==> src/rtl/uart_rx_frame_ctrl.sv <==
// UART frame receiver: finds SYNC_BYTE, collects LEN payload bytes plus an XOR checksum,
// and forwards the payload over a valid/ready stream only after the checksum matches.
module uart_rx_frame_ctrl #(
    parameter logic [7:0] SYNC_BYTE      = 8'hA5,
    parameter int         MAX_LEN        = 16,
    parameter int         TIMEOUT_CYCLES = 5000
) (
    input  logic       clk,
    input  logic       rst_n,
    input  logic       rx_valid,
    input  logic [7:0] rx_data,
    output logic       pkt_valid,
    output logic [7:0] pkt_data,
    output logic       pkt_last,
    input  logic       pkt_ready,
    output logic       pkt_done,
    output logic       pkt_err,
    output logic [1:0] err_code
);

    localparam int IDX_W = (MAX_LEN > 1) ? $clog2(MAX_LEN) : 1;
    localparam int DEPTH = 1 << IDX_W;
    localparam int CNT_W = (TIMEOUT_CYCLES > 1) ? $clog2(TIMEOUT_CYCLES) : 1;
    localparam logic [CNT_W-1:0] TMO_LAST  = CNT_W'(TIMEOUT_CYCLES - 1);
    localparam logic [7:0]       MAX_LEN_B = 8'(MAX_LEN);

    localparam logic [1:0] ERR_OVERRUN = 2'b00;
    localparam logic [1:0] ERR_LEN     = 2'b01;
    localparam logic [1:0] ERR_CHK     = 2'b10;
    localparam logic [1:0] ERR_TMO     = 2'b11;

    typedef enum logic [2:0] {
        IDLE,
        GET_LEN,
        GET_PAYLOAD,
        GET_CHK,
        DRAIN
    } state_t;

    state_t           state;
    logic [7:0]       mem [0:DEPTH-1];
    logic [IDX_W-1:0] wr_idx;
    logic [IDX_W-1:0] rd_idx;
    logic [IDX_W-1:0] rd_next;
    logic [IDX_W-1:0] last_idx;
    logic [7:0]       chk;
    logic [CNT_W-1:0] tmo_cnt;
    logic             in_frame;
    logic             tmo_hit;
    logic             handshake;

    assign in_frame  = (state == GET_LEN) || (state == GET_PAYLOAD) || (state == GET_CHK);
    // A byte arriving on the expiry cycle wins over the timeout.
    assign tmo_hit   = in_frame && !rx_valid && (tmo_cnt == TMO_LAST);
    assign handshake = pkt_valid && pkt_ready;
    assign rd_next   = rd_idx + 1'b1;
    assign pkt_done  = handshake && pkt_last;

    // Payload buffer carries no reset so it maps onto block RAM.
    always_ff @(posedge clk) begin
        if (rx_valid && (state == GET_PAYLOAD)) begin
            mem[wr_idx] <= rx_data;
        end
    end

    always_ff @(posedge clk or negedge rst_n) begin
        if (!rst_n) begin
            state     <= IDLE;
            wr_idx    <= '0;
            rd_idx    <= '0;
            last_idx  <= '0;
            chk       <= '0;
            tmo_cnt   <= '0;
            pkt_valid <= 1'b0;
            pkt_data  <= '0;
            pkt_last  <= 1'b0;
            pkt_err   <= 1'b0;
            err_code  <= ERR_OVERRUN;
        end else begin
            pkt_err <= 1'b0;

            if (rx_valid || !in_frame || tmo_hit) begin
                tmo_cnt <= '0;
            end else begin
                tmo_cnt <= tmo_cnt + 1'b1;
            end

            case (state)
                IDLE: begin
                    if (rx_valid && (rx_data == SYNC_BYTE)) begin
                        state <= GET_LEN;
                    end
                end
                GET_LEN: begin
                    if (rx_valid) begin
                        if ((rx_data != 8'd0) && (rx_data <= MAX_LEN_B)) begin
                            last_idx <= IDX_W'(rx_data - 8'd1);
                            chk      <= rx_data;
                            wr_idx   <= '0;
                            state    <= GET_PAYLOAD;
                        end else begin
                            pkt_err  <= 1'b1;
                            err_code <= ERR_LEN;
                            state    <= IDLE;
                        end
                    end else if (tmo_hit) begin
                        pkt_err  <= 1'b1;
                        err_code <= ERR_TMO;
                        state    <= IDLE;
                    end
                end
                GET_PAYLOAD: begin
                    if (rx_valid) begin
                        chk <= chk ^ rx_data;
                        if (wr_idx == last_idx) begin
                            state <= GET_CHK;
                        end else begin
                            wr_idx <= wr_idx + 1'b1;
                        end
                    end else if (tmo_hit) begin
                        pkt_err  <= 1'b1;
                        err_code <= ERR_TMO;
                        state    <= IDLE;
                    end
                end
                GET_CHK: begin
                    if (rx_valid) begin
                        if (rx_data == chk) begin
                            rd_idx    <= '0;
                            pkt_valid <= 1'b1;
                            pkt_data  <= mem[{IDX_W{1'b0}}];
                            pkt_last  <= (last_idx == '0);
                            state     <= DRAIN;
                        end else begin
                            pkt_err  <= 1'b1;
                            err_code <= ERR_CHK;
                            state    <= IDLE;
                        end
                    end else if (tmo_hit) begin
                        pkt_err  <= 1'b1;
                        err_code <= ERR_TMO;
                        state    <= IDLE;
                    end
                end
                DRAIN: begin
                    if (rx_valid) begin
                        pkt_err  <= 1'b1;
                        err_code <= ERR_OVERRUN;
                    end
                    if (handshake) begin
                        if (pkt_last) begin
                            pkt_valid <= 1'b0;
                            pkt_last  <= 1'b0;
                            state     <= IDLE;
                        end else begin
                            rd_idx   <= rd_next;
                            pkt_data <= mem[rd_next];
                            pkt_last <= (rd_next == last_idx);
                        end
                    end
                end
                default: state <= IDLE;
            endcase
        end
    end

endmodule

==> config.mk <==
export PLATFORM = sky130hd
export DESIGN_NAME = uart_rx_frame_ctrl
export DESIGN_NICKNAME = d
export VERILOG_FILES = /design/src/rtl/uart_rx_frame_ctrl.sv
export SDC_FILE = /design/constraint.sdc
export NUM_CORES = 1
export LEC_CHECK = 0
export CAP_MARGIN = 15
export CORE_MARGIN = 3
export CORE_UTILIZATION = 63
export CTS_CLUSTER_SIZE = 12
export DETAILED_ROUTE_END_ITERATION = 12
export MAX_ROUTING_LAYER = met4
export PLACE_DENSITY = 0.92
export SYNTH_ARGS = -nofsm -noshare
export SYNTH_HDL_FRONTEND = slang
export SYNTH_SLANG_ARGS = --single-unit
==> constraint.sdc <==
create_clock -name clk -period 4.6 [get_ports clk]
set_input_delay 0.69 -clock clk [delete_from_list [all_inputs] [get_ports clk]]
set_output_delay 0.69 -clock clk [all_outputs]
set_load 0.01 [all_outputs]
==> run_results.csv <==
group,metric,value,unit
finish,final_layout_size_suffix_gt1_share,17.3,%
power_and_ir_drop,power.leakage,3.18,nW
detailed_routing,finalWirelength,17600,um
detailed_routing,via_per_inst,6.73,
synthesis,synth.most_common_cell,"edfxtp_1",
finish,fin_util,75.0,%
power_and_ir_drop,vdd_drop_max,0.243,mV
worst_setup_path,worst_setup_path_end_kind,"flop",
detailed_routing,dr_total_vias,4819,
power_and_ir_drop,p_seq_share,53.0,%
power_and_ir_drop,clockPowerShare,43.7,%
clock_tree,cts_max_path_buffers,2,
synthesis,synthCells,522,
global_route,antenna_found_initial,0,
detailed_routing,dr.pass1.iters,5,
worst_setup_path,cp.required,4.90,ns
detailed_routing,drc,0,
timing,fin_crit_sh,71.0,%
die,dieArea,13600,um^2
power_and_ir_drop,cellInternalPower,2.58,mW
synthesis,syn_nets,543,
timing,slew_viol_final,0,
global_route,grt_pass1_vias,4867,
timing,skew,0.0112,ns
placement,hpwl,11200,um
die,initial_core_util,65.9,%
clock_tree,cts_buffers,17,
clock_tree,clkTransAtPathRegs,0.07,ns
placement,place_inst,683,
placement,routabilityCongestion,0.935,
worst_hold_path,hold_path.class,"input port to async pin",
clock_tree,cts_resized,0,
timing,timing.fmax,306,MHz
timing,rsz0062_at_grt,"false",
synthesis,ys.flop_type,"edfxtp_1",
clock_tree,hold_buffers,0,
synthesis,yosysWarnings,0,
synthesis,ys_seq_elements,177,
synthesis,synthTopCellsByArea,"edfxtp_1 (50%), dfrtp_1 (16%), mux4_2 (9.3%)",
placement,portBuffers,25,
die,std_cell_rows,39,
worst_setup_path,path_max_fanout,22,
worst_setup_path,crit_type,"input port to flop",
timing,hold_slack,0.163,ns
worst_setup_path,cp_cell_sequence,"clkdlybuf4s50_1, inv_1, ha_1, nor3b_1, xnor2_1, a2111oi_2, nor3_1, a2111oi_0",
worst_setup_path,r2r-end,"pkt_data[6]",
worst_setup_path,rr_worst_depth,7,
timing,maxSlewHeadroom,23.7,%
flow_run,cap_viol_max_count,0,
die,die_h,117,um
clock_tree,cts_sinks,177,
clock_tree,cts_tree,"yes",
finish,area_growth,13.8,%
synthesis,yosysSeqAreaShare,65.7,%
timing,final-hold-violation-count,0,
worst_setup_path,r2r-start,"rd_idx[0]",
run_status,status,"finished clean",
synthesis,synth_cell_types,44,
synthesis,synth.avg_cell_area,14.8,um^2
finish,fin_nets,581,
finish,num_antenna_cells,0,
synthesis,syn-cell-area,7710,um^2
global_route,grt_max_degree,50,
global_route,grt_overflow_total,0,
finish,layout.cells.non_filler,716,
power_and_ir_drop,switching_share,21.0,%
die,fp.dieW,117,um
worst_setup_path,r2r_setup_slack,1.72,ns
detailed_routing,postRouteAntennaNets,0,
detailed_routing,drt_iter0_markers,613,
timing,min_period,3.27,ns
die,num_io_pins,26,
timing,setup_tns,0,ns
clock_tree,cts-root-buf,"clkbuf_16",
timing,tightest_slew,1.14,ns
clock_tree,clkLatencyLatePin,0.44,ns
global_route,grt_util_all_layers,28.8,%
synthesis,synth_top_area_cell,"edfxtp_1",
worst_setup_path,critPathSlowestCell,"clkdlybuf4s50_1",
synthesis,yosysTopAreaCellShare,49.8,%
worst_setup_path,path_buf_inv,2,
clock_tree,postCtsSetupRepairBufs,0,
synthesis,synthArstFlopShare,27.7,%
timing,setup_viol,0,
synthesis,ys_top_cells_by_count,"edfxtp_1 (128), dfrtp_1 (49), nor2_1 (34)",
power_and_ir_drop,switchingPower,688,uW
global_route,grt_pass1_wl,27100,um
worst_setup_path,arrival,3.56,ns
detailed_routing,avgRoutedWirePerCell,24.6,um
worst_setup_path,critPathMaxStageDelay,0.95,ns
power_and_ir_drop,combPwrFrac,3.3,%
die,coreArea,11700,um^2
worst_setup_path,start_kind,"input port",
synthesis,synth_edf_count,128,
worst_setup_path,crit_family,"buffers and inverters",
clock_tree,htreeDepth,4,
power_and_ir_drop,p_per_area,372,nW/um^2
final cells by class:
class | count | area (um^2)
Tap cell | 143 | 179
Sequential cell | 177 | 5070
Fill cell | 662 | 2930
Clock inverter | 10 | 93.8
Inverter | 13 | 48.8
Clock buffer | 22 | 489
Multi-Input combinational cell | 306 | 2490
Timing Repair Buffer | 45 | 408
placed cells by master, fill, tap and decap left out, drive strengths merged, types with 5 or more instances in the layout:
cell,instances
mux2,9
and3,9
a31oi,10
xor2,16
mux4,32
inv,19
edfxtp,128
dfrtp,49
o21ai,22
clkdlybuf4s50,24
clkbuf,22
and2,5
ha,9
a21oi,21
xnor2,16
nand4,6
o211ai,8
nor2,34
nand3,17
mux2i,9
buf,21
nor3,11
nand2,33
metal layers:
layer	up-vias	track usage, %	wire length [um]
li1	2076	-	-
met1	2425	36.2	6710
met2	259	44.4	8920
met3	59	7.31	1360
met4	0	13.8	619
met5	-	-	0
worst max-delay path by stage:
| stage | start | slack (ns) | endpoint | depth (start not counted) |
|---|---|---|---|---|
| CTS | rx_data[1] | 1.33 | err_code[1] | 8 |
| finish | rx_data[1] | 1.33 | err_code[1] | 8 |
| global route | rx_data[1] | 1.14 | err_code[1] | 8 |
| floorplan | rx_valid | 1.77 | mem[2][0] | 4 |
| detailed placement | rx_data[1] | 0.92 | err_code[1] | 8 |
| global placement | rx_data[1] | 1.24 | err_code[1] | 8 |
flip-flops by register name, summed over array words and instances, names as in the netlist:
name       count
mem          128
last_idx       4
rd_idx         4
pkt_data       8
wr_idx         4
pkt_valid      1
pkt_err        1
tmo_cnt       13
state          3
chk            8
err_code       2
pkt_last       1
power by group through the flow:
stage	combinational (mW)	sequential [mW]	clock, mW
detailed placement	0.104	1.77	0
finish	0.108	1.73	1.43
global placement	0.0969	1.76	0
floorplan	0.0409	1.76	0
global route	0.118	1.73	1.49
CTS	0.105	1.73	1.44
stage by stage:
step           instance area [um^2]  total power [mW]  setup WS (ns)
2_1_floorplan                  7710              1.81           1.77
3_3_place_gp                   8180              1.86           1.24
3_5_place_dp                   8180              1.87          0.925
4_1_cts                        8760              3.27           1.33
5_1_grt                        8780              3.35           1.14
6_report                       8780              3.27           1.33
cell families after synthesis:
kind of cell               after synthesis  synth area share, %
buffers and inverters                   39                 2.16
and+or+nand+nor                        142                 9.44
AOI/OAI and AO/OA                       73                 5.76
xor gates and xnor gates                32                 3.63
adders and majority gates                9                 1.46
DFF                                    177                 65.7
muxes                                   50                 11.8
worst reg2reg max path: cells and delay by family (launching register included):
kind | cells | cell delay, ns
AOI/OAI and AO/OA | 2 | 0.31
adders and majority gates | 1 | 1.05
buffers and inverters | 1 | 0.37
DFF | 1 | 0.41
muxes | 2 | 0.54
and+or+nand+nor | 1 | 0.09
Power figures use the tool's default switching activity.
